**config.mk**
```make
export PLATFORM = sky130hd
export DESIGN_NAME = muldiv_unit_flat
export DESIGN_NICKNAME = d
export VERILOG_FILES = /design/src/rtl/muldiv_pkg.sv /design/src/rtl/muldiv_unit_if.sv /design/src/rtl/muldiv_sign_fix.sv /design/src/rtl/muldiv_unit.sv /design/src/flat_wrapper.sv
export SDC_FILE = /design/constraint.sdc
export NUM_CORES = 1
export LEC_CHECK = 0
export BUFFER_PORTS_ARGS = -buffer_cell sky130_fd_sc_hd__buf_2
export CORE_MARGIN = 2
export CORE_UTILIZATION = 55
export CTS_CLUSTER_DIAMETER = 40
export DETAILED_ROUTE_END_ITERATION = 8
export PLACE_DENSITY = 0.75
export REMOVE_ABC_BUFFERS = 1
export SYNTH_ARGS = -nofsm -noshare
export SYNTH_HDL_FRONTEND = slang
export SYNTH_SLANG_ARGS = --single-unit
```
**constraint.sdc**
```tcl
create_clock -name clk -period 4.45 [get_ports clk]
set_clock_uncertainty 0.15 [all_clocks]
set_input_delay 0.6675 -clock clk [delete_from_list [all_inputs] [get_ports clk]]
set_output_delay 0.6675 -clock clk [all_outputs]
set_load 0.02 [all_outputs]
```
**src/rtl/muldiv_pkg.sv**
```systemverilog
// muldiv_pkg: shared constants for the iterative multiply/divide unit.
// Latency: n/a (declarations only).
// Backpressure: n/a.
// Contents: default operand width, op encodings, FSM state codes.
package muldiv_pkg;

   localparam int WIDTH_DEF = 32;

   localparam logic OP_DIV  = 1'b0;
   localparam logic OP_MULT = 1'b1;

   typedef logic [2:0] state_t;

   localparam state_t ST_IDLE = 3'd0;
   localparam state_t ST_PREP = 3'd1;
   localparam state_t ST_ITER = 3'd2;
   localparam state_t ST_FIX  = 3'd3;
   localparam state_t ST_DONE = 3'd4;

endpackage

```
**src/rtl/muldiv_unit_if.sv**
```systemverilog
// muldiv_unit_if: request/completion bundle between control FSM and muldiv_unit.
// Latency: n/a (wires only).
// Backpressure: none; requests arriving while busy are dropped by the unit.
// master (control FSM): drives start/op/a/b, observes busy/done/div_zero/hi/lo.
// slave  (muldiv_unit): the reverse.
interface muldiv_unit_if #(
   parameter int WIDTH = 32
);

   logic             start;
   logic             op;
   logic [WIDTH-1:0] a;
   logic [WIDTH-1:0] b;
   logic             busy;
   logic             done;
   logic             div_zero;
   logic [WIDTH-1:0] hi;
   logic [WIDTH-1:0] lo;

   modport master (
      output start, op, a, b,
      input  busy, done, div_zero, hi, lo
   );

   modport slave (
      input  start, op, a, b,
      output busy, done, div_zero, hi, lo
   );

endinterface

```
**src/rtl/muldiv_sign_fix.sv**
```systemverilog
// muldiv_sign_fix: conditional two's-complement negate (abs when negate = sign bit).
// Latency: combinational.
// Backpressure: none.
// Ports: in_dat (W), negate (1) -> out_dat (W).
module muldiv_sign_fix #(
   parameter int W = 32
) (
   input  logic [W-1:0] in_dat,
   input  logic         negate,
   output logic [W-1:0] out_dat
);

   assign out_dat = negate ? (W'(0) - in_dat) : in_dat;

endmodule

```
**src/rtl/muldiv_unit.sv**
```systemverilog
// muldiv_unit: iterative signed WIDTH-bit divide (restoring) and optional multiply (shift-add).
// Latency: done on edge WIDTH+3 after the start edge; divide-by-zero / disabled mult on edge 3.
// Backpressure: start is accepted only in IDLE or DONE; pulses while busy are dropped.
// Ports: clk, reset (sync, active-high); bus (muldiv_unit_if.slave): start/op/a/b in,
//        busy/done/div_zero/hi/lo out.
// Build option: define MULT_EN to compile in the multiplier; otherwise op=1 is a no-op.
module muldiv_unit
   import muldiv_pkg::*;
#(
   parameter int WIDTH = WIDTH_DEF
) (
   input  logic         clk,
   input  logic         reset,
   muldiv_unit_if.slave bus
);

   localparam int CW = $clog2(WIDTH);

   state_t           state;
   logic [CW-1:0]    cnt;
   logic [WIDTH-1:0] a_q, b_q;
   logic             op_q;
   logic             neg_q;      // result sign: sign(a) xor sign(b)
   logic             sa_q;       // remainder takes the dividend's sign
   logic             skip_q;     // short path: leave hi/lo untouched in FIX
   logic             dz_q;
   logic [WIDTH-1:0] quo, rem, dvs;
   logic [WIDTH-1:0] hi_q, lo_q;

   logic [WIDTH-1:0] mag_a, mag_b, q_fix, r_fix;
   logic [WIDTH:0]   part_rem;
   logic             can_sub;
   logic             prep_dz, prep_skip;

   muldiv_sign_fix #(.W(WIDTH)) u_abs_a (.in_dat(a_q), .negate(a_q[WIDTH-1]), .out_dat(mag_a));
   muldiv_sign_fix #(.W(WIDTH)) u_abs_b (.in_dat(b_q), .negate(b_q[WIDTH-1]), .out_dat(mag_b));
   muldiv_sign_fix #(.W(WIDTH)) u_fix_q (.in_dat(quo), .negate(neg_q),        .out_dat(q_fix));
   muldiv_sign_fix #(.W(WIDTH)) u_fix_r (.in_dat(rem), .negate(sa_q),         .out_dat(r_fix));

   // Restoring step: shift the next dividend bit into the WIDTH+1-bit partial remainder.
   assign part_rem = {rem, quo[WIDTH-1]};
   assign can_sub  = (part_rem >= {1'b0, dvs});

   assign prep_dz = (op_q == OP_DIV) && (b_q == '0);
`ifdef MULT_EN
   assign prep_skip = prep_dz;

   // Multiplier magnitude sits in acc's low half; multiplicand is dvs (|b|).
   logic [2*WIDTH-1:0] acc, p_fix;
   logic [WIDTH:0]     msum;

   assign msum = {1'b0, acc[2*WIDTH-1:WIDTH]} + (acc[0] ? {1'b0, dvs} : {(WIDTH+1){1'b0}});

   muldiv_sign_fix #(.W(2*WIDTH)) u_fix_p (.in_dat(acc), .negate(neg_q), .out_dat(p_fix));
`else
   assign prep_skip = prep_dz || (op_q == OP_MULT);
`endif

   always_ff @(posedge clk) begin
      if (reset) begin
         state  <= ST_IDLE;
         cnt    <= '0;
         a_q    <= '0;
         b_q    <= '0;
         op_q   <= OP_DIV;
         neg_q  <= 1'b0;
         sa_q   <= 1'b0;
         skip_q <= 1'b0;
         dz_q   <= 1'b0;
         quo    <= '0;
         rem    <= '0;
         dvs    <= '0;
         hi_q   <= '0;
         lo_q   <= '0;
`ifdef MULT_EN
         acc    <= '0;
`endif
      end else begin
         case (state)
            ST_IDLE, ST_DONE: begin
               if (bus.start) begin
                  a_q   <= bus.a;
                  b_q   <= bus.b;
                  op_q  <= bus.op;
                  state <= ST_PREP;
               end else begin
                  state <= ST_IDLE;
               end
            end
            ST_PREP: begin
               neg_q  <= a_q[WIDTH-1] ^ b_q[WIDTH-1];
               sa_q   <= a_q[WIDTH-1];
               quo    <= mag_a;
               dvs    <= mag_b;
               rem    <= '0;
               cnt    <= '0;
               dz_q   <= prep_dz;
               skip_q <= prep_skip;
`ifdef MULT_EN
               acc    <= {{WIDTH{1'b0}}, mag_a};
`endif
               // Short paths still pass through FIX so done lands on edge 3.
               state  <= prep_skip ? ST_FIX : ST_ITER;
            end
            ST_ITER: begin
               // Both datapaths step every cycle; FIX picks the one op_q asked for.
               rem <= can_sub ? WIDTH'(part_rem - {1'b0, dvs}) : part_rem[WIDTH-1:0];
               quo <= {quo[WIDTH-2:0], can_sub};
`ifdef MULT_EN
               acc <= {msum, acc[WIDTH-1:1]};
`endif
               cnt <= cnt + CW'(1);
               if (cnt == CW'(WIDTH - 1)) state <= ST_FIX;
            end
            ST_FIX: begin
               if (!skip_q) begin
`ifdef MULT_EN
                  if (op_q == OP_MULT) begin
                     hi_q <= p_fix[2*WIDTH-1:WIDTH];
                     lo_q <= p_fix[WIDTH-1:0];
                  end else begin
                     hi_q <= r_fix;
                     lo_q <= q_fix;
                  end
`else
                  hi_q <= r_fix;
                  lo_q <= q_fix;
`endif
               end
               state <= ST_DONE;
            end
            default: state <= ST_IDLE;
         endcase
      end
   end

   assign bus.busy     = (state == ST_PREP) || (state == ST_ITER) || (state == ST_FIX);
   assign bus.done     = (state == ST_DONE);
   assign bus.div_zero = (state == ST_DONE) && dz_q;
   assign bus.hi       = hi_q;
   assign bus.lo       = lo_q;

endmodule
```
**src/flat_wrapper.sv**
```systemverilog
// flat-port wrapper written by rule: the top's interface ports become plain ports
module muldiv_unit_flat import muldiv_pkg::*;
#(
   parameter int WIDTH = WIDTH_DEF
)
  (clk, reset, bus_start, bus_op, bus_a, bus_b, bus_busy, bus_done, bus_div_zero, bus_hi, bus_lo);
  muldiv_unit_if #(.WIDTH(WIDTH)) bus_i ();
  input  logic clk;
  input  logic reset;
  input wire logic [$bits(bus_i.start)-1:0] bus_start;
  input wire logic [$bits(bus_i.op)-1:0] bus_op;
  input wire logic [$bits(bus_i.a)-1:0] bus_a;
  input wire logic [$bits(bus_i.b)-1:0] bus_b;
  output wire logic [$bits(bus_i.busy)-1:0] bus_busy;
  output wire logic [$bits(bus_i.done)-1:0] bus_done;
  output wire logic [$bits(bus_i.div_zero)-1:0] bus_div_zero;
  output wire logic [$bits(bus_i.hi)-1:0] bus_hi;
  output wire logic [$bits(bus_i.lo)-1:0] bus_lo;
  assign bus_i.start = bus_start;
  assign bus_i.op = bus_op;
  assign bus_i.a = bus_a;
  assign bus_i.b = bus_b;
  assign bus_busy = bus_i.busy;
  assign bus_done = bus_i.done;
  assign bus_div_zero = bus_i.div_zero;
  assign bus_hi = bus_i.hi;
  assign bus_lo = bus_i.lo;
  muldiv_unit #(.WIDTH(WIDTH)) u_core (.clk(clk), .reset(reset), .bus(bus_i));
endmodule
```
==> summary.md <==
| Metric | Value |
|---|---|
| Die Ht | 155.5 um |
| Area contributors post-synth | dfxtp_1 38%, nand2_1 7.5%, xor2_1 6.7%, a211oi_1 5.5%, a21oi_1 5.5% |
| Nets | 1758 |
| Min cycle time layout | 3.664 ns |
| Die W | 155.5 um |
| H-tree depth | 2 |
| Antenna violations before repair | 0 |
| RSZ-0062 raised after global routing | no |
| FF+latch count, synth | 237 |
| WP data required | 4.69 ns |
| Hold Crit Endpoint | u_core.a_q[7] |
| Mean Syn Cell Area | 8.056 um2 |
| Core area | 0.02257 mm2 |
| Worst setup EP type | flip-flop |
| EDFF count, synth | 0 |
| CTS buffer count | 34 |
| R2r setup slk | 0.79 ns |
| Slew @ Worst Pin | 1.168 ns |
| PnR Total Power | 8.239 mW |
| Placement Cell Area | 0.01341 mm2 |
| Inserted Diodes | 0 |
| Post-route ant nets | 0 |
| DR pass1 iterations | 5 |
| Largest net degree at the start of global routing | 86 |
| FP Rows | 55 |
| Sink Count | 237 |
| DR iter-0 viols | 841 |
| Hold Path Class | in2reg |
| Clock-pin slew on the worst setup and hold paths | 0.06 ns |
| WHS Path Cells | 3 |
| Maximum clock frequency | 0.2729 GHz |
| Clk root buf | clkbuf_16 |
| Predominant post-synthesis flop cell | dfxtp_1 |
| Placed Cells | 1900 |
| Fill cells | 2052 |
| CTS resizes | 0 |
| Initial Util | 55.89% |
| Max VDD drop | 0.0003406 V |
| Post-DP HPWL | 22170 um |
| Crit path DAT | 3.90 ns |
| Postcts setup bufs | 0 |
| # setup viols final | 0 |
| Ratio of cells with drive above 1 in the final layout | 13.87% |
| DRC viols | 0 |
| Synth cell types | 64 |
| Non-Filler Instances | 1958 |
| Synth top area share | 37.61% |
| Clk buf depth | 3 |
| Total number of vias | 11313 |
| I/O pin count | 135 |
| CP startpoint | u_core.rem[8] |
| Final global-route overflow total | 0 |
| R2r worst-path depth | 11 |
| Port bufs | 134 |
| Vias/cell | 5.778 |
| Drt total wl | 30950 um |
| PwrDens | 569.7 mW/mm2 |
| Max cap viols | 0 |
| Post-synth top area cell | dfxtp_1 |
| Die ar. | 0.02416 mm2 |
| Yosys warning count | 0 |
| Relative slew slack | 22.16% |
| Cell Area, Synth | 0.01262 mm2 |
| CP Class | reg2reg |
| Layout overhead on the synthesized area | 14.65% |
| Cells after Synth | 1566 |
| Sequential share of the synthesized area | 37.61% |
| Post-synth ARST share | 0% |
| Final worst path period share | 82.33% |
| R2r endpoint | u_core.rem[0] |
| TritonCTS clock tree | yes |
| First-pass GRT wire length | 50980 um |
| Status | finished clean |
| Gpl congestion | 0.9238 |
| Hold-fix buffers at CTS | 0 |
| Lkg Pwr | 5.696 nW |
| Post-Place Setup Slack | 0.8440 ns |
| Worst hold start | bus_a[7] |
| Clock Latency Late Sink | 0.50 ns |
| Setup ws final | 0.7861 ns |
| Critical R2R Launch | u_core.rem[8] |
| Total global-route track usage | 25.38% |
| CP Launch Type | flip-flop |
| Fin. max-slew vios | 0 |
| Design area | 0.01446 mm2 |
| Post-DR wirelength/cell | 15.81 um |
| Crit path max fanout | 16 |
| Vias in the first global route | 10115 |
| Hold Fails Final Rpt | 0 |
sequential cells by signal, summed over array words and instances, names as in the netlist, 3 cells and up:
| register | count |
|---|---|
| u_core.quo | 32 |
| u_core.a_q | 32 |
| u_core.rem | 32 |
| u_core.bus.lo | 32 |
| u_core.dvs | 32 |
| u_core.b_q | 32 |
| u_core.bus.hi | 32 |
| u_core.state | 3 |
| u_core.cnt | 5 |
cells in the mapped netlist (8+ instances only):
cell,n
nor3_1,10
dfxtp_1,237
nand2_1,251
inv_1,47
a21oi_1,138
nor2_1,134
a32oi_1,10
o21ai_0,88
nand3_1,13
nand2b_1,8
or4_1,17
o31ai_1,37
mux2i_1,22
clkbuf_1,85
xor2_1,96
a21o_1,14
a22oi_1,34
nand4_1,9
a211oi_1,93
ha_1,38
xnor2_1,49
o41ai_1,17
or3_1,13
buf_1,11
layout by cell type (no fill, tap or decap), types with 6 or more instances in the layout:
cell type / n
nand2_1: 250
nand3_1: 13
mux2i_1: 22
dfxtp_1: 237
clkinv_2: 6
or4_1: 17
o31ai_1: 37
ha_1: 38
o21ai_0: 88
clkbuf_16: 35
nor3_1: 9
a22oi_1: 34
nand2b_1: 8
nand4_1: 9
nor2_1: 131
buf_2: 133
nor4_1: 7
or2_2: 7
or4_4: 7
xor2_1: 96
or3_1: 13
a21o_1: 14
o41ai_1: 17
a32oi_1: 10
a21oi_1: 138
a211oi_1: 93
nor2b_1: 7
xnor2_1: 49
buf_4: 12
inv_1: 47
cell type report:
type	instances	area, um2	area share, %
inverters	47	176.4	1.220
repair buffers	146	767.0	5.303
multi-input cells	1185	7361	50.89
clock buffers	42	922.1	6.375
clock inverters	16	136.4	0.9429
well taps	285	356.6	2.465
flip-flops and latches	237	4745	32.80
through the flow:
stage                     util (%)  TNS [ns]  hold WS, ns
final                        64.08         0       0.2532
after global routing         64.08         0       0.2523
after CTS                    64.08         0       0.2300
after detailed placement     59.39         0       0.3118
after global placement       59.39         0       0.2995
after floorplan                  -   -406.33       0.2846
cells by family after synthesis:
family | share of synthesized area [%]
flops | 37.61
mux | 1.746
xor+xnor | 10.07
compound gates | 24.25
simple gates | 18.11
buf+inv | 4.294
fa+ha+maj | 3.927
power breakdown:
part           switching, mW  internal [mW]  leakage (nW)
sequential             0.274           2.35          1.93
clock                  0.965           1.54         0.514
combinational           1.89           1.22          3.26
layer usage:
layer | track usage [%] | part of all wire (%) | vias up | wire length [um]
met3 | 3.900 | 6.2 | 49 | 1924
met4 | 6.378 | 1.8 | 0 | 567
met1 | 37.53 | 49 | 5164 | 15100
met2 | 38.75 | 43 | 339 | 13350
met5 | 0 | 0 | - | 0
li1 | - | - | 5761 | -
critical path, stage by stage, from the launching register on:
cell	delay, ns
dfxtp_1	0.47
ha_1	0.36
a21oi_1	0.35
o211ai_1	0.16
a21oi_1	0.18
o21ai_0	0.26
a211o_1	0.41
a211oi_1	0.44
nor2_2	0.18
buf_4	0.27
mux2i_1	0.15
a22o_1	0.19
worst max path at each step:
stage                           to  slack [ns]  cells past startpoint
floorplan           u_core.rem[30]       -4.72                      4
global route         u_core.rem[4]        0.47                     11
detailed placement  u_core.dvs[27]        0.84                      9
CTS                 u_core.dvs[27]        0.79                      9
global placement    u_core.dvs[27]        0.95                      9
finish               u_core.rem[0]        0.79                     11
Note: power is estimated with default switching activity, not from simulation.
